**config.mk**
```make
export PLATFORM = sky130hd
export DESIGN_NAME = instruction_sequencer
export DESIGN_NICKNAME = d
export VERILOG_FILES = /design/src/rtl/riscv_pkg.sv /design/src/rtl/instruction_sequencer.sv
export SDC_FILE = /design/constraint.sdc
export NUM_CORES = 1
export LEC_CHECK = 0
export CAP_MARGIN = 20
export CELL_PAD_IN_SITES_DETAIL_PLACEMENT = 1
export CELL_PAD_IN_SITES_GLOBAL_PLACEMENT = 1
export CORE_UTILIZATION = 41
export CTS_CLUSTER_DIAMETER = 200
export CTS_CLUSTER_SIZE = 28
export DETAILED_ROUTE_END_ITERATION = 6
export HOLD_SLACK_MARGIN = 0.06
export PLACE_DENSITY = 0.88
export SYNTH_ARGS = -nofsm -noshare
export SYNTH_HDL_FRONTEND = slang
export SYNTH_SLANG_ARGS = --single-unit
```
**constraint.sdc**
```tcl
create_clock -name clk -period 3.5 [get_ports clk]
set_input_delay 0.525 -clock clk [delete_from_list [all_inputs] [get_ports clk]]
set_output_delay 0.525 -clock clk [all_outputs]
set_load 0.1 [all_outputs]
```
**src/rtl/riscv_pkg.sv**
```systemverilog
// Shared RISC-V core definitions: base opcodes, control-sequencer states and writeback selects.
package riscv_pkg;

    localparam logic [6:0] OpRInt    = 7'b0110011;
    localparam logic [6:0] OpIInt    = 7'b0010011;
    localparam logic [6:0] OpILoad   = 7'b0000011;
    localparam logic [6:0] OpIJump   = 7'b1100111;
    localparam logic [6:0] OpSStore  = 7'b0100011;
    localparam logic [6:0] OpSBranch = 7'b1100011;
    localparam logic [6:0] OpUImm    = 7'b0110111;
    localparam logic [6:0] OpUPc     = 7'b0010111;
    localparam logic [6:0] OpUJump   = 7'b1101111;

    typedef enum logic [2:0] {
        FETCH     = 3'd0,
        DECODE    = 3'd1,
        EXECUTE   = 3'd2,
        MEMORY    = 3'd3,
        WRITEBACK = 3'd4,
        TRAP      = 3'd5
    } ctrl_state_e;

    typedef enum logic [1:0] {
        WbAlu = 2'd0,
        WbMem = 2'd1,
        WbPc4 = 2'd2,
        WbImm = 2'd3
    } wb_sel_e;

    function automatic logic is_legal_opcode(input logic [6:0] opcode);
        case (opcode)
            OpRInt, OpIInt, OpILoad, OpIJump, OpSStore,
            OpSBranch, OpUImm, OpUPc, OpUJump: return 1'b1;
            default:                           return 1'b0;
        endcase
    endfunction

endpackage

```
**src/rtl/instruction_sequencer.sv**
```systemverilog
// Multi-cycle control sequencer: drives fetch, memory, PC and register-file strobes per instruction.
// Build option SEQ_ILLEGAL_TRAP_EN: illegal opcodes lock the FSM in TRAP instead of retiring as NOPs.
module instruction_sequencer
    import riscv_pkg::*;
#(
    parameter int XLEN = 32
) (
    input  logic            clk,
    input  logic            rstn,
    input  logic [6:0]      i_opcode,
    output logic            o_imem_req,
    input  logic            i_imem_ack,
    output logic            o_ir_load,
    output logic            o_dmem_req,
    output logic            o_dmem_we,
    input  logic            i_dmem_ack,
    input  logic            i_branch_taken,
    output logic            o_pc_inc,
    output logic            o_pc_load,
    output logic            o_rf_we,
    output logic [1:0]      o_wb_sel,
    output logic [2:0]      o_state,
    output logic [XLEN-1:0] o_instret,
    output logic            o_trap
);

    ctrl_state_e     state_q, state_d;
    logic [XLEN-1:0] instret_q;

    // NOTE: sequential state uses non-blocking assignments so every flop samples pre-edge values.
    always_ff @(posedge clk or negedge rstn) begin
        if (!rstn) begin
            state_q   <= FETCH;
            instret_q <= '0;
        end else begin
            state_q <= state_d;
            if (state_d == FETCH && state_q != FETCH) begin
                instret_q <= instret_q + XLEN'(1);
            end
        end
    end

    // NOTE: every combinational output gets a default first, so no path can infer a latch.
    always_comb begin
        state_d    = state_q;
        o_imem_req = 1'b0;
        o_ir_load  = 1'b0;
        o_dmem_req = 1'b0;
        o_dmem_we  = 1'b0;
        o_pc_inc   = 1'b0;
        o_pc_load  = 1'b0;
        o_rf_we    = 1'b0;
        o_wb_sel   = WbAlu;

        // Gating on rstn drops any pending request the instant reset asserts.
        if (rstn) begin
            unique case (state_q)
                FETCH: begin
                    o_imem_req = 1'b1;
                    if (i_imem_ack) begin
                        o_ir_load = 1'b1;
                        state_d   = DECODE;
                    end
                end

                DECODE: begin
                    state_d = EXECUTE;
`ifdef SEQ_ILLEGAL_TRAP_EN
                    if (!is_legal_opcode(i_opcode)) begin
                        state_d = TRAP;
                    end
`endif
                end

                EXECUTE: begin
                    case (i_opcode)
                        OpILoad, OpSStore: state_d = MEMORY;
                        OpSBranch: begin
                            o_pc_load = i_branch_taken;
                            o_pc_inc  = !i_branch_taken;
                            state_d   = FETCH;
                        end
                        default: begin
                            if (is_legal_opcode(i_opcode)) begin
                                state_d = WRITEBACK;
                            end else begin
                                // Unknown opcode retires as a NOP.
                                o_pc_inc = 1'b1;
                                state_d  = FETCH;
                            end
                        end
                    endcase
                end

                MEMORY: begin
                    o_dmem_req = 1'b1;
                    o_dmem_we  = (i_opcode == OpSStore);
                    if (i_dmem_ack) begin
                        if (i_opcode == OpSStore) begin
                            o_pc_inc = 1'b1;
                            state_d  = FETCH;
                        end else begin
                            state_d = WRITEBACK;
                        end
                    end
                end

                WRITEBACK: begin
                    o_rf_we = 1'b1;
                    state_d = FETCH;
                    case (i_opcode)
                        OpILoad:          o_wb_sel = WbMem;
                        OpUJump, OpIJump: o_wb_sel = WbPc4;
                        OpUImm:           o_wb_sel = WbImm;
                        default:          o_wb_sel = WbAlu;
                    endcase
                    if (i_opcode == OpUJump || i_opcode == OpIJump) begin
                        o_pc_load = 1'b1;
                    end else begin
                        o_pc_inc = 1'b1;
                    end
                end

                TRAP: state_d = TRAP;

                default: state_d = FETCH;
            endcase
        end
    end

    assign o_state   = state_q;
    assign o_instret = instret_q;

`ifdef SEQ_ILLEGAL_TRAP_EN
    assign o_trap = (state_q == TRAP);
`else
    assign o_trap = 1'b0;
`endif

endmodule

```
==> impl_metrics.json <==
{
  "power.internal_mw": 0.771,
  "crit_chain": "clkdlybuf4s50_1 -> nand3b_1 -> or3_2 -> a21oi_1 -> nor3_1 -> o21a_1 -> buf_4",
  "fin_crit_sh": 0.820,
  "clk_path_buf_depth": 2,
  "clkPwrFrac": 0.182,
  "postCtsHoldBufs": 0,
  "crit-reg2reg-capture": "o_instret[1]",
  "synthTopCellsByArea": "dfrtp_1 38%, nor4_2 15%, xor2_1 10%, nand4_1 4.1%, nand3_1 3.5%",
  "grt-ovfl-total": 0,
  "clock_skew_ns": 0.00608,
  "cp_max_fo": 7,
  "ios": 57,
  "synth_edf_count": 0,
  "start_util": 0.439,
  "ir_drop_v": 0.000539,
  "final_area_um2": 3060,
  "antenna_found_initial": 0,
  "area_growth_pct": 32.2,
  "tritoncts": "built",
  "max_freq_mhz": 348,
  "grt_pass1_wl_um": 10300,
  "cp_slowest_cell": "or3_2",
  "syn_inst": 228,
  "cts.clk_slew.worst_paths_ns": 0.07,
  "first_global_vias": 2079,
  "end_kind": "output port",
  "ys_ff_latch": 35,
  "comb_power_share": 0.496,
  "period_needed_ns": 2.87,
  "synthFlopType": "dfrtp_1",
  "r2r-start": "o_state[0]",
  "die_w_um": 77.1,
  "worst_slack_ns": 0.629,
  "die_y_um": 77.1,
  "whs_ns": 0.150,
  "powerDensity_nw_per_um2": 523,
  "status": "completed",
  "port_buffers": 55,
  "rr_worst_depth": 6,
  "p_seq_frac": 0.322,
  "vias_per_cell": 5.64,
  "dieArea_um2": 5950,
  "async_flop_share": 1.00,
  "final_hold_viol_count": 0,
  "synth_warnings": 0,
  "start_kind": "input port",
  "ctsRootBufferMaster": "clkbuf_8",
  "power_leakage_nw": 1.30,
  "initialDrtViolationCount": 104,
  "drv_cap": 0,
  "tightest_slew_ns": 0.978,
  "wl_per_cell_um": 16.6,
  "cts_buffers": 5,
  "rsz0062_at_grt": "no",
  "ant_nets": 0,
  "syn_area_per_cell_um2": 10.1,
  "max_stage_delay_ns": 0.51,
  "rrSetupSlack_ns": 1.31,
  "grt.total_usage": 0.215,
  "final_max_slew_viol_count": 0,
  "setup_violations": 0,
  "dp.cells": 346,
  "synth.yosys.seq_area_share": 0.379,
  "timing.slew.headroom": 0.346,
  "gp_congestion": 0.797,
  "coreArea_um2": 5270,
  "cts_sinks": 35,
  "dp.final_hpwl_um": 4270,
  "netSwitchingPower_mw": 0.829,
  "placed_area_um2": 2980,
  "yosysTopAreaCell": "dfrtp_1",
  "syn_nets": 241,
  "detail_route.first_pass.iterations": 4,
  "htreeDepth": 2,
  "row_count": 26,
  "worstPathRequired_ns": 2.97,
  "crit_type": "input port to output port",
  "antenna_cells": 0,
  "yosysTopAreaCellShare": 0.379,
  "grt_start_max_net_pins": 27,
  "drc_errors": 0,
  "drive_gt1_frac": 0.257,
  "fin_cells": 354,
  "vias": 1996,
  "synthDistinctLibCells": 40,
  "fin_nets": 296,
  "p_sw_frac": 0.518,
  "post_cts_buffers": 0,
  "cp.arrival_ns": 2.35,
  "netlist_area_um2": 2310,
  "clock_latency_ns": 0.29,
  "wl_um": 5890,
  "cts_resized": 0,
  "dp_slack_ns": 0.615,
  "hp-class": "input port to asynchronous set/reset pin",
  "fin_util": 0.580
}
[cells in the final DEF (no fill, tap or decap), drive strengths merged]
| cell type | synthesis | final |
|---|---|---|
| clkinv | 0 | 3 |
| clkbuf | 1 | 5 |
| o32ai | 2 | 2 |
| xor2 | 27 | 27 |
| maj3 | 1 | 1 |
| or3 | 5 | 5 |
| and3 | 8 | 8 |
| nor4 | 28 | 28 |
| a21oi | 7 | 7 |
| buf | 12 | 17 |
| nand2 | 17 | 17 |
| nor2 | 12 | 12 |
| inv | 8 | 8 |
| nand2b | 1 | 1 |
| o21a | 3 | 3 |
| or2 | 3 | 3 |
| nor3b | 1 | 1 |
| nor3 | 7 | 7 |
| nand3b | 1 | 1 |
| ha | 1 | 1 |
| conb | 1 | 1 |
| nand3 | 17 | 17 |
| nor2b | 1 | 1 |
| nand4 | 15 | 15 |
| and4 | 1 | 1 |
| clkdlybuf4s50 | 0 | 44 |
| dfrtp | 35 | 35 |
| o31ai | 2 | 2 |
| o21ai | 3 | 3 |
| mux2 | 1 | 1 |
| mux2i | 1 | 1 |
| nor4b | 2 | 2 |
| xnor2 | 4 | 4 |
[registers in the layout, indices dropped and copies added (netlist names)]
register   flops
o_instret     32
o_state        3
[layer usage]
layer  GRT usage  part of all wire
met3      0.0524             0.040
met1       0.263              0.43
met4      0.0623             0.015
met2       0.373              0.51
met5           0                 0
[power by group through the flow]
stage	Combinational, mW	Clock [mW]	Sequential (mW)
global placement	0.781	0	0.521
floorplan	0.398	0	0.757
global route	0.829	0.316	0.525
detailed placement	0.795	0	0.523
CTS	0.796	0.295	0.516
finish	0.794	0.291	0.515
[cells by family after synthesis]
family	share of synthesized area
compound gates	0.0519
xor+xnor	0.117
fa+ha+maj	0.00973
buf+inv	0.0498
flops	0.379
mux	0.0108
other cells	0.00162
simple gates	0.380
[synth_stat cells, types with 2 or more instances]
master,number
a21oi_1,5
dfrtp_1,35
xnor2_1,4
nor3_1,5
inv_1,8
and3_1,8
nand3_1,16
or3_4,3
buf_2,8
nor4b_2,2
o21ai_0,3
or2_2,3
nand2_1,17
o21a_1,3
nor2_1,12
nor4_2,27
o31ai_1,2
o32ai_1,2
xor2_1,27
buf_6,3
nand4_1,15
nor3_2,2
[worst max-delay path: cells and delay by family]
kind            cells  cell delay, ns
compound gates      2            0.33
buf+inv             2            0.65
simple gates        3            0.85
[through the flow]
step | TNS (ns) | total power, mW
finish | 0 | 1.60
global route | 0 | 1.67
global placement | 0 | 1.30
detailed placement | 0 | 1.32
floorplan | -0.183 | 1.16
CTS | 0 | 1.61
[worst max path at each step]
stage / from / endpoint / slack, ns / cells after the start
after CTS: i_opcode[4] / o_pc_inc / 0.61 / 7
after global placement: i_opcode[4] / o_pc_inc / 0.68 / 7
final: i_opcode[4] / o_pc_inc / 0.63 / 7
after floorplan: o_state[2] / o_wb_sel[0] / -0.14 / 3
after detailed placement: i_opcode[4] / o_pc_inc / 0.61 / 7
after global routing: i_opcode[4] / o_pc_inc / 0.50 / 7
[area by class of cell]
cell class	instances	area, um^2
clock buffers	5	68.8
inverters	8	30.0
clock inverters	3	15.0
repair buffers	61	616
flip-flops and latches	35	876
multi-input cells	172	1370
well taps	70	87.6
fillers	611	2210
No activity file was read; power rests on OpenSTA's default activity.
